===== src/rtl/reaction_pkg.sv =====
// reaction_pkg
//   Shared types and constants for the reaction-timer measurement core.
//   - rt_state_e : controller states (IDLE, WAIT, STIM, DONE, FAULT)
//   - LFSR_TAPS  : Galois feedback taps of the delay randomiser
//   - LFSR_SEED  : LFSR value after reset
//   - lfsr_next  : one Galois shift step
package reaction_pkg;

  typedef enum logic [2:0] {
    IDLE  = 3'd0,
    WAIT  = 3'd1,
    STIM  = 3'd2,
    DONE  = 3'd3,
    FAULT = 3'd4
  } rt_state_e;

  localparam logic [15:0] LFSR_TAPS = 16'hB400;
  localparam logic [15:0] LFSR_SEED = 16'hACE1;

  // Right-shifting Galois step: the bit shifted out selects the tap XOR.
  function automatic logic [15:0] lfsr_next(input logic [15:0] cur);
    logic [15:0] nxt;
    if (cur[0]) begin
      nxt = (cur >> 1) ^ LFSR_TAPS;
    end else begin
      nxt = cur >> 1;
    end
    return nxt;
  endfunction

endpackage


===== src/rtl/btn_debounce.sv =====
// btn_debounce
//   Two-flop synchronizer, stable-count debouncer and rising-edge detector
//   for the operator button.
//   Ports:
//     clk_i         clock
//     rst_ni        asynchronous active-low reset
//     btn_async_i   raw asynchronous button level (active high)
//     press_pulse_o one-cycle pulse when the debounced level rises
//   The debounced level changes only after DEBOUNCE_CYCLES consecutive
//   synchronized samples that differ from it; the press pulse is registered
//   on the same edge the level rises, so a level already high produces no
//   pulse.
module btn_debounce #(
  parameter int unsigned DEBOUNCE_CYCLES = 200000
) (
  input  logic clk_i,
  input  logic rst_ni,
  input  logic btn_async_i,
  output logic press_pulse_o
);

  localparam int unsigned CW = (DEBOUNCE_CYCLES > 1) ? $clog2(DEBOUNCE_CYCLES) : 1;
  localparam logic [CW-1:0] CNT_LAST = CW'(DEBOUNCE_CYCLES - 1);

  logic          sync1_q, sync2_q;
  logic          level_q, level_d;
  logic [CW-1:0] cnt_q, cnt_d;
  logic          press_q, press_d;

  // Stability counter: runs while the synchronized input disagrees with the level.
  always_comb begin
    level_d = level_q;
    cnt_d   = cnt_q;
    press_d = 1'b0;
    if (sync2_q != level_q) begin
      if (cnt_q == CNT_LAST) begin
        level_d = sync2_q;
        cnt_d   = '0;
        press_d = sync2_q;
      end else begin
        cnt_d = cnt_q + CW'(1);
      end
    end else begin
      cnt_d = '0;
    end
  end

  // Synchronizer, debounce state and press pulse registers.
  always_ff @(posedge clk_i or negedge rst_ni) begin
    if (!rst_ni) begin
      sync1_q <= 1'b0;
      sync2_q <= 1'b0;
      level_q <= 1'b0;
      cnt_q   <= '0;
      press_q <= 1'b0;
    end else begin
      sync1_q <= btn_async_i;
      sync2_q <= sync1_q;
      level_q <= level_d;
      cnt_q   <= cnt_d;
      press_q <= press_d;
    end
  end

  assign press_pulse_o = press_q;

endmodule


===== src/rtl/reaction_timer_core.sv =====
// reaction_timer_core
//   Measurement core of the reaction tester: after start it waits
//   base_delay_ms + (lfsr & rand_mask) milliseconds, lights stim_led and
//   times the debounced button press in milliseconds.
//   Optional feature macro: REACTION_TIMEOUT_EN (reaction timeout of
//   TIMEOUT_MS; when undefined the count saturates and timeout is 0).
//   Ports:
//     ACLK, ARESETN       clock, asynchronous active-low reset
//     start, abort        one-cycle commands (abort wins)
//     base_delay_ms       minimum pre-stimulus delay
//     rand_mask           mask applied to the LFSR for the random delay part
//     btn_async           raw button
//     stim_led, busy      registered state indications
//     result_ms           last measured reaction time (held until overwritten)
//     result_valid, early, timeout  result flags (levels)
//     event_pulse         one cycle on entry to DONE or FAULT
module reaction_timer_core
  import reaction_pkg::*;
#(
  parameter int unsigned TICK_CYCLES     = 100000,
  parameter int unsigned DEBOUNCE_CYCLES = 200000,
  parameter int unsigned RESULT_W        = 16,
  parameter int unsigned TIMEOUT_MS      = 2000
) (
  input  logic                ACLK,
  input  logic                ARESETN,
  input  logic                start,
  input  logic                abort,
  input  logic [15:0]         base_delay_ms,
  input  logic [15:0]         rand_mask,
  input  logic                btn_async,
  output logic                stim_led,
  output logic                busy,
  output logic [RESULT_W-1:0] result_ms,
  output logic                result_valid,
  output logic                early,
  output logic                timeout,
  output logic                event_pulse
);

  localparam int unsigned PW = (TICK_CYCLES > 1) ? $clog2(TICK_CYCLES) : 1;
  localparam logic [PW-1:0]       PRESC_LAST  = PW'(TICK_CYCLES - 1);
  localparam logic [RESULT_W-1:0] TIMEOUT_VAL = RESULT_W'(TIMEOUT_MS);

  rt_state_e           state_q, state_d;
  logic [15:0]         lfsr_q, lfsr_d;
  logic [PW-1:0]       presc_q, presc_d;
  logic [16:0]         delay_rem_q, delay_rem_d;
  logic [RESULT_W-1:0] count_q, count_d;
  logic [RESULT_W-1:0] result_q, result_d;
  logic                valid_q, valid_d;
  logic                early_q, early_d;
  logic                timeout_q, timeout_d;
  logic                stim_q, stim_d;
  logic                busy_q, busy_d;
  logic                event_q, event_d;
  logic                press_s;
  logic                tick_s;
  logic                entering_s;

  btn_debounce #(
    .DEBOUNCE_CYCLES(DEBOUNCE_CYCLES)
  ) u_btn_debounce (
    .clk_i        (ACLK),
    .rst_ni       (ARESETN),
    .btn_async_i  (btn_async),
    .press_pulse_o(press_s)
  );

  assign tick_s     = (presc_q == PRESC_LAST);
  assign entering_s = (state_d != state_q);

  // State register.
  always_ff @(posedge ACLK or negedge ARESETN) begin
    if (!ARESETN) begin
      state_q <= IDLE;
    end else begin
      state_q <= state_d;
    end
  end

  // Next-state logic; abort overrides everything, press beats delay expiry/timeout.
  always_comb begin
    state_d = state_q;
    if (abort) begin
      state_d = IDLE;
    end else begin
      case (state_q)
        IDLE, DONE, FAULT: begin
          if (start) begin
            state_d = WAIT;
          end else begin
            state_d = state_q;
          end
        end
        WAIT: begin
          if (press_s) begin
            state_d = FAULT;
          end else if (delay_rem_q == 17'd0) begin
            state_d = STIM;
          end else begin
            state_d = WAIT;
          end
        end
        STIM: begin
          if (press_s) begin
            state_d = DONE;
`ifdef REACTION_TIMEOUT_EN
          end else if (count_q == TIMEOUT_VAL) begin
            state_d = FAULT;
`endif
          end else begin
            state_d = STIM;
          end
        end
        default: state_d = IDLE;
      endcase
    end
  end

  // Datapath and output next values, derived from the current and next state.
  always_comb begin
    lfsr_d      = lfsr_next(lfsr_q);
    delay_rem_d = delay_rem_q;
    count_d     = count_q;
    result_d    = result_q;
    valid_d     = valid_q;
    early_d     = early_q;
    timeout_d   = timeout_q;

    // Prescaler restarts on every state entry so each state begins a full tick.
    if (abort || entering_s) begin
      presc_d = '0;
    end else if (tick_s) begin
      presc_d = '0;
    end else begin
      presc_d = presc_q + PW'(1);
    end

    if (abort) begin
      valid_d   = 1'b0;
      early_d   = 1'b0;
      timeout_d = 1'b0;
    end else begin
      case (state_q)
        IDLE, DONE, FAULT: begin
          if (start) begin
            delay_rem_d = {1'b0, base_delay_ms} + {1'b0, lfsr_q & rand_mask};
            valid_d     = 1'b0;
            early_d     = 1'b0;
            timeout_d   = 1'b0;
          end else begin
            delay_rem_d = delay_rem_q;
          end
        end
        WAIT: begin
          if (press_s) begin
            early_d = 1'b1;
          end else if (delay_rem_q == 17'd0) begin
            // Leaving for STIM: the reaction count starts from zero.
            count_d = '0;
          end else if (tick_s) begin
            delay_rem_d = delay_rem_q - 17'd1;
          end else begin
            delay_rem_d = delay_rem_q;
          end
        end
        STIM: begin
          if (press_s) begin
            // Capture the count as it stands, ignoring any same-cycle tick.
            result_d = count_q;
            valid_d  = 1'b1;
`ifdef REACTION_TIMEOUT_EN
          end else if (count_q == TIMEOUT_VAL) begin
            result_d  = TIMEOUT_VAL;
            timeout_d = 1'b1;
`endif
          end else if (tick_s && (count_q != '1)) begin
            count_d = count_q + RESULT_W'(1);
          end else begin
            count_d = count_q;
          end
        end
        default: begin
          count_d = count_q;
        end
      endcase
    end

    stim_d  = (state_d == STIM);
    busy_d  = (state_d == WAIT) || (state_d == STIM);
    event_d = entering_s && ((state_d == DONE) || (state_d == FAULT));
  end

  // Datapath and registered output flops.
  always_ff @(posedge ACLK or negedge ARESETN) begin
    if (!ARESETN) begin
      lfsr_q      <= LFSR_SEED;
      presc_q     <= '0;
      delay_rem_q <= 17'd0;
      count_q     <= '0;
      result_q    <= '0;
      valid_q     <= 1'b0;
      early_q     <= 1'b0;
      timeout_q   <= 1'b0;
      stim_q      <= 1'b0;
      busy_q      <= 1'b0;
      event_q     <= 1'b0;
    end else begin
      lfsr_q      <= lfsr_d;
      presc_q     <= presc_d;
      delay_rem_q <= delay_rem_d;
      count_q     <= count_d;
      result_q    <= result_d;
      valid_q     <= valid_d;
      early_q     <= early_d;
      timeout_q   <= timeout_d;
      stim_q      <= stim_d;
      busy_q      <= busy_d;
      event_q     <= event_d;
    end
  end

  assign stim_led     = stim_q;
  assign busy         = busy_q;
  assign result_ms    = result_q;
  assign result_valid = valid_q;
  assign early        = early_q;
  assign timeout      = timeout_q;
  assign event_pulse  = event_q;

endmodule


===== config.mk =====
export PLATFORM = sky130hd
export DESIGN_NAME = reaction_timer_core
export DESIGN_NICKNAME = d
export VERILOG_FILES = /design/src/rtl/reaction_pkg.sv /design/src/rtl/btn_debounce.sv /design/src/rtl/reaction_timer_core.sv
export SDC_FILE = /design/constraint.sdc
export NUM_CORES = 1
export LEC_CHECK = 0
export CORE_MARGIN = 2
export CORE_UTILIZATION = 45
export DETAILED_ROUTE_END_ITERATION = 7
export GPL_ROUTABILITY_DRIVEN = 0
export PLACE_DENSITY = 0.73
export SLEW_MARGIN = 20
export SYNTH_ARGS = -nofsm -noshare
export SYNTH_HDL_FRONTEND = slang
export SYNTH_SLANG_ARGS = --single-unit

===== constraint.sdc =====
create_clock -name ACLK -period 5.8 [get_ports ACLK]
set_clock_uncertainty 0.05 [all_clocks]
set_input_delay 1.16 -clock ACLK [delete_from_list [all_inputs] [get_ports ACLK]]
set_output_delay 1.16 -clock ACLK [all_outputs]
set_load 0.05 [all_outputs]

==> flow_summary.toml, run 1 <==
[clocking]
postCtsSetupBuffers = 0
cts-htree-levels = 3
tritoncts.num_buffers = 9
clk_latency_ns = 0.36
cts_tree = "yes"
root_buffer = "clkbuf_16"
numClockSinks = 112
cts_resized = 0
hold_buffers = 0
cts_buffer_depth = 2
path_clk_slew_ns = 0.07

[power_and_ir_drop]
p_leak_uw = 0.00308
power_switching_uw = 481
switching_share_pct = 27.0
clockPowerShare_pct = 38.4
p_int_uw = 1300
power.density_nw_per_um2 = 244
pwr-share-seq_pct = 48.9
p_comb_share_pct = 12.7
irDropWorstVdd_mv = 0.183
power_uw = 1780

[layout]
fin_nets = 775
drive_above_1_share_pct = 8.32
instances_no_fill = 901
post-route-util_pct = 53.1
n_fill_cell = 1213
num_antenna_cells = 0
area_delta_synth_final_pct = 16.5

[sta]
drv_slew = 0
finalWorstSetupSlack_ns = 1.88
slew_headroom_pct = 39.8
finalHoldViolCount = 0
fin_tns_setup_ns = 0
min_period_ns = 3.92
rsz0062_at_grt = "false"
setup_viol = 0
clock.fmax_mhz = 255
finalCritPeriodShare_pct = 67.6
worst_pin_slew_ns = 0.903

[yosys]
synth.most_common_cell = "dfrtp_1"
synth_nets = 728
synth_area_um2 = 6250
synth-warning-count = 0
ys_ff_latch = 112
avgSynthCellArea_um2 = 9.35
synth_top_area_share_pct = 41.6
synth.top_cells.by_area = "dfrtp_1 (42%), nor2_1 (4.3%), ha_1 (4.2%)"
ys_seq_area_share_pct = 45.0
syn_inst = 669
synth.distinct_cells = 70
synthArstFlopShare_pct = 100
ys_top_cells_by_count = "dfrtp_1 (104), nor2_1 (71), nand2_1 (48), o21ai_0 (42), a21oi_1 (39)"
synth_enable_flop_cells = 0
synth_ff_type = "dfrtp_1"
yosysTopAreaCell = "dfrtp_1"

[placed_design]
dp_cells = 885
dpl.hpwl_um = 9510
dp_slack_ns = 1.56
numPortBuffers = 57

[global_route]
grt-ovfl-total = 0
grtUsageTotal_pct = 19.0
grt_max_degree = 64
grt_first_pass_wirelength_um = 22800
grt_antenna_before_repair = 0
first_global_vias = 4990

[min_path]
hp-start = "lfsr_q[6]$_DFF_PN1_"
min_path_type = "reg -> reg"
min_path_cells = 0

[floorplan]
fp.dieW_um = 122
die-area_um2 = 14900
dieHeight_um = 122
ios = 59
row_count = 43
core_um2 = 13700
start_util_pct = 45.6

[setup_path]
endpoint = "count_q[11]$_DFFE_PN0P_"
slowest_stage = "clkdlybuf4s50_1"
r2r_cells = 6
r2r_end = "count_q[11]$_DFFE_PN0P_"
path_max_fanout = 26
cp.required_ns = 6.03
startpoint = "abort"
crit_type = "in -> reg"
r2r_start = "state_q[0]$_DFF_PN0_"
critical_path.endpoint_type = "flip-flop"
critPathArrivalTime_ns = 4.15
crit_path_max_incr_delay_ns = 0.64
reg2reg_slack_ns = 1.91
path_cells = "clkdlybuf4s50_1, or3_1, nor3_4, o221ai_2, or4_1, a21oi_1"
worst_setup_path_start_kind = "input port"

[routing]
first_pass_iters = 5
vias = 5104
drt_drc_violations_left = 0
ant_nets = 0
wire_per_inst_um = 14.7
drt_wl_total_um = 13200
viasPerCell = 5.66
dr.first_iter.drc_count = 339

[status]
outcome = "complete, no violations"

[flow_run]
drv_cap = 0
-- worst min-delay path by stage --
| stage | to | slack, ns |
|---|---|---|
| after CTS | lfsr_q[5]$_DFF_PN1_ | 0.32 |
| after global placement | u_btn_debounce.sync2_q$_DFF_PN0_ | 0.28 |
| after global routing | lfsr_q[5]$_DFF_PN1_ | 0.32 |
| final | lfsr_q[5]$_DFF_PN1_ | 0.32 |
| after detailed placement | lfsr_q[6]$_DFF_PN1_ | 0.31 |
| after floorplan | u_btn_debounce.sync2_q$_DFF_PN0_ | 0.28 |
-- power groups by stage --
stage / Sequential [uW] / Combinational [uW] / Clock, uW
after floorplan: 874 / 144 / 0
after global placement: 880 / 219 / 0
after detailed placement: 883 / 225 / 0
after CTS: 868 / 226 / 700
after global routing: 877 / 254 / 732
final: 870 / 226 / 684
-- metrics by stage --
stage          hold slack, ns  area, um2
6_report                0.316       7290
3_5_place_dp            0.306       6960
4_1_cts                 0.317       7290
3_3_place_gp            0.283       6960
5_1_grt                 0.324       7290
2_1_floorplan           0.281       6250
-- sequential cells by signal, indices dropped and copies added, names as in the netlist --
name / count
result_valid: 1
result_ms: 16
u_btn_debounce.press_pulse_o: 1
lfsr_q: 16
u_btn_debounce.cnt_q: 18
u_btn_debounce.level_q: 1
stim_led: 1
event_pulse: 1
delay_rem_q: 17
presc_q: 17
state_q: 3
count_q: 16
busy: 1
u_btn_debounce.sync1_q: 1
u_btn_debounce.sync2_q: 1
early: 1
-- cells in the final DEF, fill, tap and decap left out, types with 22 or more instances in the layout --
cell / count
a21oi_1: 39
o21ai_0: 42
dfrtp_1: 104
xor2_1: 22
clkdlybuf4s50_1: 56
nand3_1: 33
nor2_1: 71
nand2_1: 48
-- cell type report --
type / count / area (um2) / share of cell area [%]
clock buffer: 9 / 225 / 3.09
sequential: 112 / 2810 / 38.6
timing repair buffer: 59 / 583 / 8.00
clock inverter: 7 / 100 / 1.37
tap: 180 / 225 / 3.09
inverter: 21 / 78.8 / 1.08
multi-input combinational: 513 / 3260 / 44.8
-- routing by layer --
metal  share of wire, %  up-vias  GRT usage, %
met2                 47      142          30.9
met4                1.7        0          6.18
met5                  0        -             0
met3                4.9       18          4.82
li1                   -     2502             -
met1                 46     2442          25.0
-- critical path, delay by kind of cell --
family | cells | cell delay (ns)
buf+inv | 1 | 0.64
compound gates | 2 | 0.64
simple gates | 3 | 1.71
-- kinds of logic (layout without fill, tap and decap cells) --
| kind of cell | after synthesis | count (layout) | synth area share, % |
|---|---|---|---|
| compound gates | 143 | 143 | 14.5 |
| mux | 17 | 17 | 3.00 |
| flops | 112 | 112 | 45.0 |
| buf+inv | 44 | 96 | 2.84 |
| fa+ha+maj | 22 | 22 | 4.52 |
| simple gates | 287 | 287 | 24.0 |
| other cells | 1 | 1 | 0.0600 |
| xor+xnor | 43 | 43 | 6.02 |
Note: power is estimated with default switching activity, not from simulation.
==> inputs of run 2 (changes only) <==
==> constraint.sdc (replaced) <==
create_clock -name ACLK -period 3.9 [get_ports ACLK]
set_clock_uncertainty 0.05 [all_clocks]
set_input_delay 0.78 -clock ACLK [delete_from_list [all_inputs] [get_ports ACLK]]
set_output_delay 0.78 -clock ACLK [all_outputs]
set_load 0.05 [all_outputs]
==> run 2 against run 1 <==
Utilization rose by 0.26 points. Critical path type unchanged. Global-route usage grew 0.22 points. Cell count grew 0.89%. Routed wire length up 0.26%. Critical path depth increased by 5. Clock-buffer cell count rose by 2. Sequential share of layout area is 0.18 points lower. Sequential power up 48%. Combinational power rose by 51%.
==> flow_summary.toml, run 2 (synthesis gave the netlist of run 1 again) <==
[status]
outcome = "complete, no violations"

[setup_path]
worst_setup_path_start_kind = "input port"
reg2reg_slack_ns = 0.73
path_max_fanout = 4
critical_path.endpoint_type = "flip-flop"
critPathArrivalTime_ns = 3.51
cp.required_ns = 4.08
crit_type = "in -> reg"

[clocking]
root_buffer = "clkbuf_16"
clk_latency_ns = 0.36
cts_resized = 0
cts_buffer_depth = 2
cts-htree-levels = 3
cts_tree = "yes"
numClockSinks = 112
postCtsSetupBuffers = 0
hold_buffers = 0
tritoncts.num_buffers = 9
path_clk_slew_ns = 0.08

[routing]
ant_nets = 0
wire_per_inst_um = 14.6
dr.first_iter.drc_count = 437
drt_wl_total_um = 13300
drt_drc_violations_left = 0
first_pass_iters = 5
viasPerCell = 5.61
vias = 5096

[floorplan]
ios = 59
row_count = 43
core_um2 = 13700
fp.dieW_um = 122
start_util_pct = 45.6
dieHeight_um = 122
die-area_um2 = 14900

[layout]
post-route-util_pct = 53.4
area_delta_synth_final_pct = 17.1
top_regs = "u_btn_debounce.cnt_q: 18 flops, delay_rem_q: 17 flops, presc_q: 17 flops"
top_register = "u_btn_debounce.cnt_q"
largest_reg_flops = 18
mostFrequentLayoutCells = "dfrtp_1 (104), nor2_1 (71), clkdlybuf4s50_1 (56), nand2_1 (48), o21ai_0 (42)"
drive_above_1_share_pct = 9.33
fin_nets = 783
n_fill_cell = 1219
instances_no_fill = 909
final_common_cell = "dfrtp_1"
num_antenna_cells = 0

[sta]
clock.fmax_mhz = 301
finalWorstSetupSlack_ns = 0.576
rsz0062_at_grt = "false"
setup_viol = 0
min_period_ns = 3.32
drv_slew = 0
finalCritPeriodShare_pct = 85.2
finalHoldViolCount = 0
worst_pin_slew_ns = 0.919
fin_tns_setup_ns = 0
slew_headroom_pct = 38.7

[min_path]
min_path_type = "reg -> reg"

[power_and_ir_drop]
p_leak_uw = 0.00311
irDropWorstVdd_mv = 0.209
power.density_nw_per_um2 = 351
power_uw = 2570

[placed_design]
dpl.hpwl_um = 9560
dp_slack_ns = 0.183
numPortBuffers = 57
dp_cells = 893

[global_route]
grt_first_pass_wirelength_um = 23100
grtUsageTotal_pct = 19.3
grt-ovfl-total = 0
first_global_vias = 4962
grt_max_degree = 51
grt_antenna_before_repair = 0

[flow_run]
drv_cap = 0
==> run 2: final timing paths <==
path                                                  start                          endpoint  cells past startpoint
setup / recovery                               rand_mask[0]       delay_rem_q[16]$_DFFE_PN0P_                     11
hold / removal             u_btn_debounce.sync1_q$_DFF_PN0_  u_btn_debounce.sync2_q$_DFF_PN0_                      0
setup reg to reg                 delay_rem_q[0]$_DFFE_PN0P_           count_q[11]$_DFFE_PN0P_                      8
hold reg to reg            u_btn_debounce.sync1_q$_DFF_PN0_  u_btn_debounce.sync2_q$_DFF_PN0_                      0
max in group asynchronous                           ARESETN              lfsr_q[10]$_DFF_PN1_                      2
min in group asynchronous                           ARESETN          result_ms[2]$_DFFE_PN0P_                      1
==> run 2: cell type report <==
cell class / count / area [um2] / share of cell area, %
Multi-Input combinational cell: 513 / 3260 / 44.5
Sequential cell: 112 / 2810 / 38.4
Timing Repair Buffer: 67 / 643 / 8.78
Clock buffer: 11 / 253 / 3.45
Tap cell: 180 / 225 / 3.08
Inverter: 21 / 78.8 / 1.08
Clock inverter: 5 / 47.5 / 0.649
==> run 2: layer usage <==
metal,wire length [um],vias to the layer above,global-route usage (%)
li1,-,2509,-
met1,6190,2428,26.2
met2,6260,137,31.2
met3,617,22,3.75
met4,208,0,6.11
met5,0,-,0
==> run 2: power by group <==
part / switching (uW) / internal, uW / total (uW)
combinational: 194 / 148 / 342
sequential: 73.5 / 1220 / 1290
clock: 454 / 482 / 935
total: 721 / 1850 / 2570
==> run 2: worst max-delay path, stage by stage <==
cell	delay, ns
clkdlybuf4s50_1	0.44
and2_1	0.12
ha_1	0.18
inv_1	0.06
fa_1	0.37
nand2b_1	0.18
a21oi_1	0.26
o21ai_0	0.25
o31ai_1	0.41
a2111oi_0	0.17
a2111oi_0	0.29
==> run 2: per-stage QoR <==
stage | cell area [um2] | hold slack (ns)
finish | 7320 | 0.319
global route | 7320 | 0.322
CTS | 7320 | 0.320
detailed placement | 7020 | 0.291
global placement | 7020 | 0.286
floorplan | 6250 | 0.281
==> inputs of run 3 (changes only) <==
--- a/config.mk
+++ b/config.mk
@@ -5,12 +5,13 @@
 export SDC_FILE = /design/constraint.sdc
 export NUM_CORES = 1
 export LEC_CHECK = 0
+export ABC_AREA = 1
 export CORE_MARGIN = 2
 export CORE_UTILIZATION = 45
 export DETAILED_ROUTE_END_ITERATION = 7
 export GPL_ROUTABILITY_DRIVEN = 0
 export PLACE_DENSITY = 0.73
-export SLEW_MARGIN = 20
 export SYNTH_ARGS = -nofsm -noshare
 export SYNTH_HDL_FRONTEND = slang
 export SYNTH_SLANG_ARGS = --single-unit
+export TNS_END_PERCENT = 50
==> run 3 against run 2 <==
Utilization down 0.21 points. Synthesized area up 6.8%. Critical endpoint is now delay_rem_q[10]$_DFFE_PN0P_. Critical path type unchanged. Flip-flop and latch count is the same.
==> flow_summary.toml, run 3 <==
[status]
outcome = "complete, no violations"

[layout]
final_common_cell = "nand2_1"
drive_above_1_share_pct = 6.82
multi_input_area_um2 = 3350
num_antenna_cells = 0
largest_reg_flops = 18
mostFrequentLayoutCells = "nand2_1 (212), inv_1 (106), dfrtp_1 (104), nor2_1 (89), nand3_1 (72)"
top_register = "u_btn_debounce.cnt_q"
n_fill_cell = 1402
seqCellArea_um2 = 2810
top_regs = "u_btn_debounce.cnt_q: 18 flops, delay_rem_q: 17 flops, presc_q: 17 flops"
fin_nets = 992
area_delta_synth_final_pct = 15.7

[routing]
dr.first_iter.drc_count = 443
viasPerCell = 4.99
ant_nets = 0
first_pass_iters = 4
drt_drc_violations_left = 0
drt_wl_total_um = 13700
wire_per_inst_um = 12.3
vias = 5603

[sta]
finalWorstSetupSlack_ns = 1.18
slew_headroom_pct = 42.7
clock.fmax_mhz = 368
finalHoldViolCount = 0
setup_viol = 0
finalCritPeriodShare_pct = 69.7
worst_pin_slew_ns = 0.859
rsz0062_at_grt = "false"
drv_slew = 0
fin_tns_setup_ns = 0
min_period_ns = 2.72

[setup_path]
cp.required_ns = 4.15
crit_path_max_incr_delay_ns = 0.46
crit_type = "in -> reg"
r2r_start = "state_q[2]$_DFF_PN0_"
reg2reg_slack_ns = 1.38
critical_path.endpoint_type = "flip-flop"
worst_setup_path_start_kind = "input port"
r2r_end = "presc_q[1]$_DFF_PN0_"
path_max_fanout = 5
critPathArrivalTime_ns = 2.97
slowest_stage = "clkdlybuf4s50_1"
r2r_cells = 11
path_cells = "clkdlybuf4s50_1, nand2_1, inv_1, ha_1, inv_1, fa_1, inv_1, nand3_1, nand3_1, nand2_1, nand2_1, a21oi_1, or2_2, nand3_1, nand3_1, nand2_1"

[yosys]
ys_seq_area_share_pct = 42.1
synth.distinct_cells = 45
avgSynthCellArea_um2 = 7.62
synth_area_um2 = 6680
synthArstFlopShare_pct = 100
ys_top_cells_by_count = "nand2_1 (212), inv_1 (106), dfrtp_1 (104), nor2_1 (89), nand3_1 (72)"
synth_top_area_share_pct = 39.0
synth_ff_type = "dfrtp_1"
synth-warning-count = 0
synth_enable_flop_cells = 0
synth_nets = 935
yosysTopAreaCell = "dfrtp_1"
synth.top_cells.by_area = "dfrtp_1 (39%), nand2_1 (12%), inv_1 (6.0%)"
syn_inst = 876
ys_ff_latch = 112
synth.most_common_cell = "nand2_1"

[power_and_ir_drop]
power.density_nw_per_um2 = 346
p_int_uw = 1880
clockPowerShare_pct = 34.1
p_comb_share_pct = 16.9
p_leak_uw = 0.00356
pwr-share-seq_pct = 48.9
power_switching_uw = 798
irDropWorstVdd_mv = 0.222
switching_share_pct = 29.8

[clocking]
root_buffer = "clkbuf_16"
tritoncts.num_buffers = 9
cts_buffer_depth = 2
clk_latency_ns = 0.36
cts_resized = 0
cts-htree-levels = 3
postCtsSetupBuffers = 0
path_clk_slew_ns = 0.07
hold_buffers = 0
cts_tree = "yes"
numClockSinks = 112

[global_route]
grtUsageTotal_pct = 18.4
first_global_vias = 5310
grt_first_pass_wirelength_um = 24300
grt_antenna_before_repair = 0
grt-ovfl-total = 0
grt_max_degree = 68

[floorplan]
row_count = 44
ios = 59
dieHeight_um = 126
fp.dieW_um = 126
start_util_pct = 45.9
core_um2 = 14500
die-area_um2 = 15800

[placed_design]
dp_slack_ns = 0.821
dpl.hpwl_um = 10000
numPortBuffers = 57

[min_path]
hp-start = "u_btn_debounce.sync1_q$_DFF_PN0_"
min_path_type = "reg -> reg"
min_to = "u_btn_debounce.sync2_q$_DFF_PN0_"
min_path_cells = 0

[flow_run]
drv_cap = 0
run 3: cell types whose count changed after synthesis, sizes merged, moves of 10 or more:
cell,change
nand2,+169
inv,+89
nand3,+40
nor2,+32
o21ai,+24
and2,-21
xnor2,-16
or4,-14
mux2,-13
and3,-12
clkbuf,-11
nand2b,-11
nand4,+10
run 3: worst max-delay path by stage:
stage                      start                     endpoint  slack [ns]  cells past startpoint
floorplan           rand_mask[0]  delay_rem_q[10]$_DFFE_PN0P_        1.45                     15
global route        rand_mask[0]  delay_rem_q[10]$_DFFE_PN0P_        0.99                     16
global placement    rand_mask[0]  delay_rem_q[10]$_DFFE_PN0P_        0.85                     16
detailed placement  rand_mask[0]  delay_rem_q[10]$_DFFE_PN0P_        0.82                     16
CTS                 rand_mask[0]  delay_rem_q[10]$_DFFE_PN0P_        1.18                     16
finish              rand_mask[0]  delay_rem_q[10]$_DFFE_PN0P_        1.18                     16
run 3: critical path, delay by kind of cell:
kind            cells  cell delay [ns]
compound gates      1             0.09
fa+ha+maj           2             0.54
buf+inv             4             0.63
simple gates        9             0.91
run 3: metal layers:
metal  vias to the layer above  wire length (um)  track usage [%]
li1                       2973                 -                -
met1                      2522              6850             25.7
met2                        97              6220             29.7
met3                        11               486             2.89
met4                         0               193             5.95
met5                         -                 0                0
run 3: cell families after synthesis:
| logic type | Yosys count | synth area share (%) |
|---|---|---|
| xor+xnor | 28 | 3.67 |
| buf+inv | 128 | 7.66 |
| flops | 112 | 42.1 |
| simple gates | 455 | 31.6 |
| fa+ha+maj | 22 | 4.24 |
| other cells | 1 | 0.0562 |
| mux | 1 | 0.169 |
| compound gates | 129 | 10.5 |
run 3: area by class of cell:
cell class	count	share of cell area, %
inverter	112	5.44
tap	184	2.98
sequential	112	36.4
timing repair buffer	62	8.00
multi-input combinational	636	43.4
clock buffer	12	3.32
clock inverter	4	0.470
run 3: power groups by stage:
| stage | logic [uW] | registers, uW | clock network [uW] |
|---|---|---|---|
| floorplan | 319 | 1320 | 0 |
| global placement | 449 | 1330 | 0 |
| detailed placement | 455 | 1330 | 0 |
| CTS | 458 | 1310 | 943 |
| global route | 525 | 1320 | 991 |
| finish | 453 | 1310 | 914 |
run 3: stage by stage:
step / std cells / utilization, % / hold WS, ns / cell area (um2) / power (uW)
after floorplan: 876 / - / 0.281 / 6680 / 1640
after global placement: 1106 / 51.1 / 0.284 / 7430 / 1780
after detailed placement: 1106 / 51.1 / 0.290 / 7430 / 1780
after CTS: 1122 / 53.2 / 0.307 / 7730 / 2710
after global routing: 1122 / 53.2 / 0.310 / 7730 / 2840
final: 1122 / 53.2 / 0.305 / 7730 / 2680
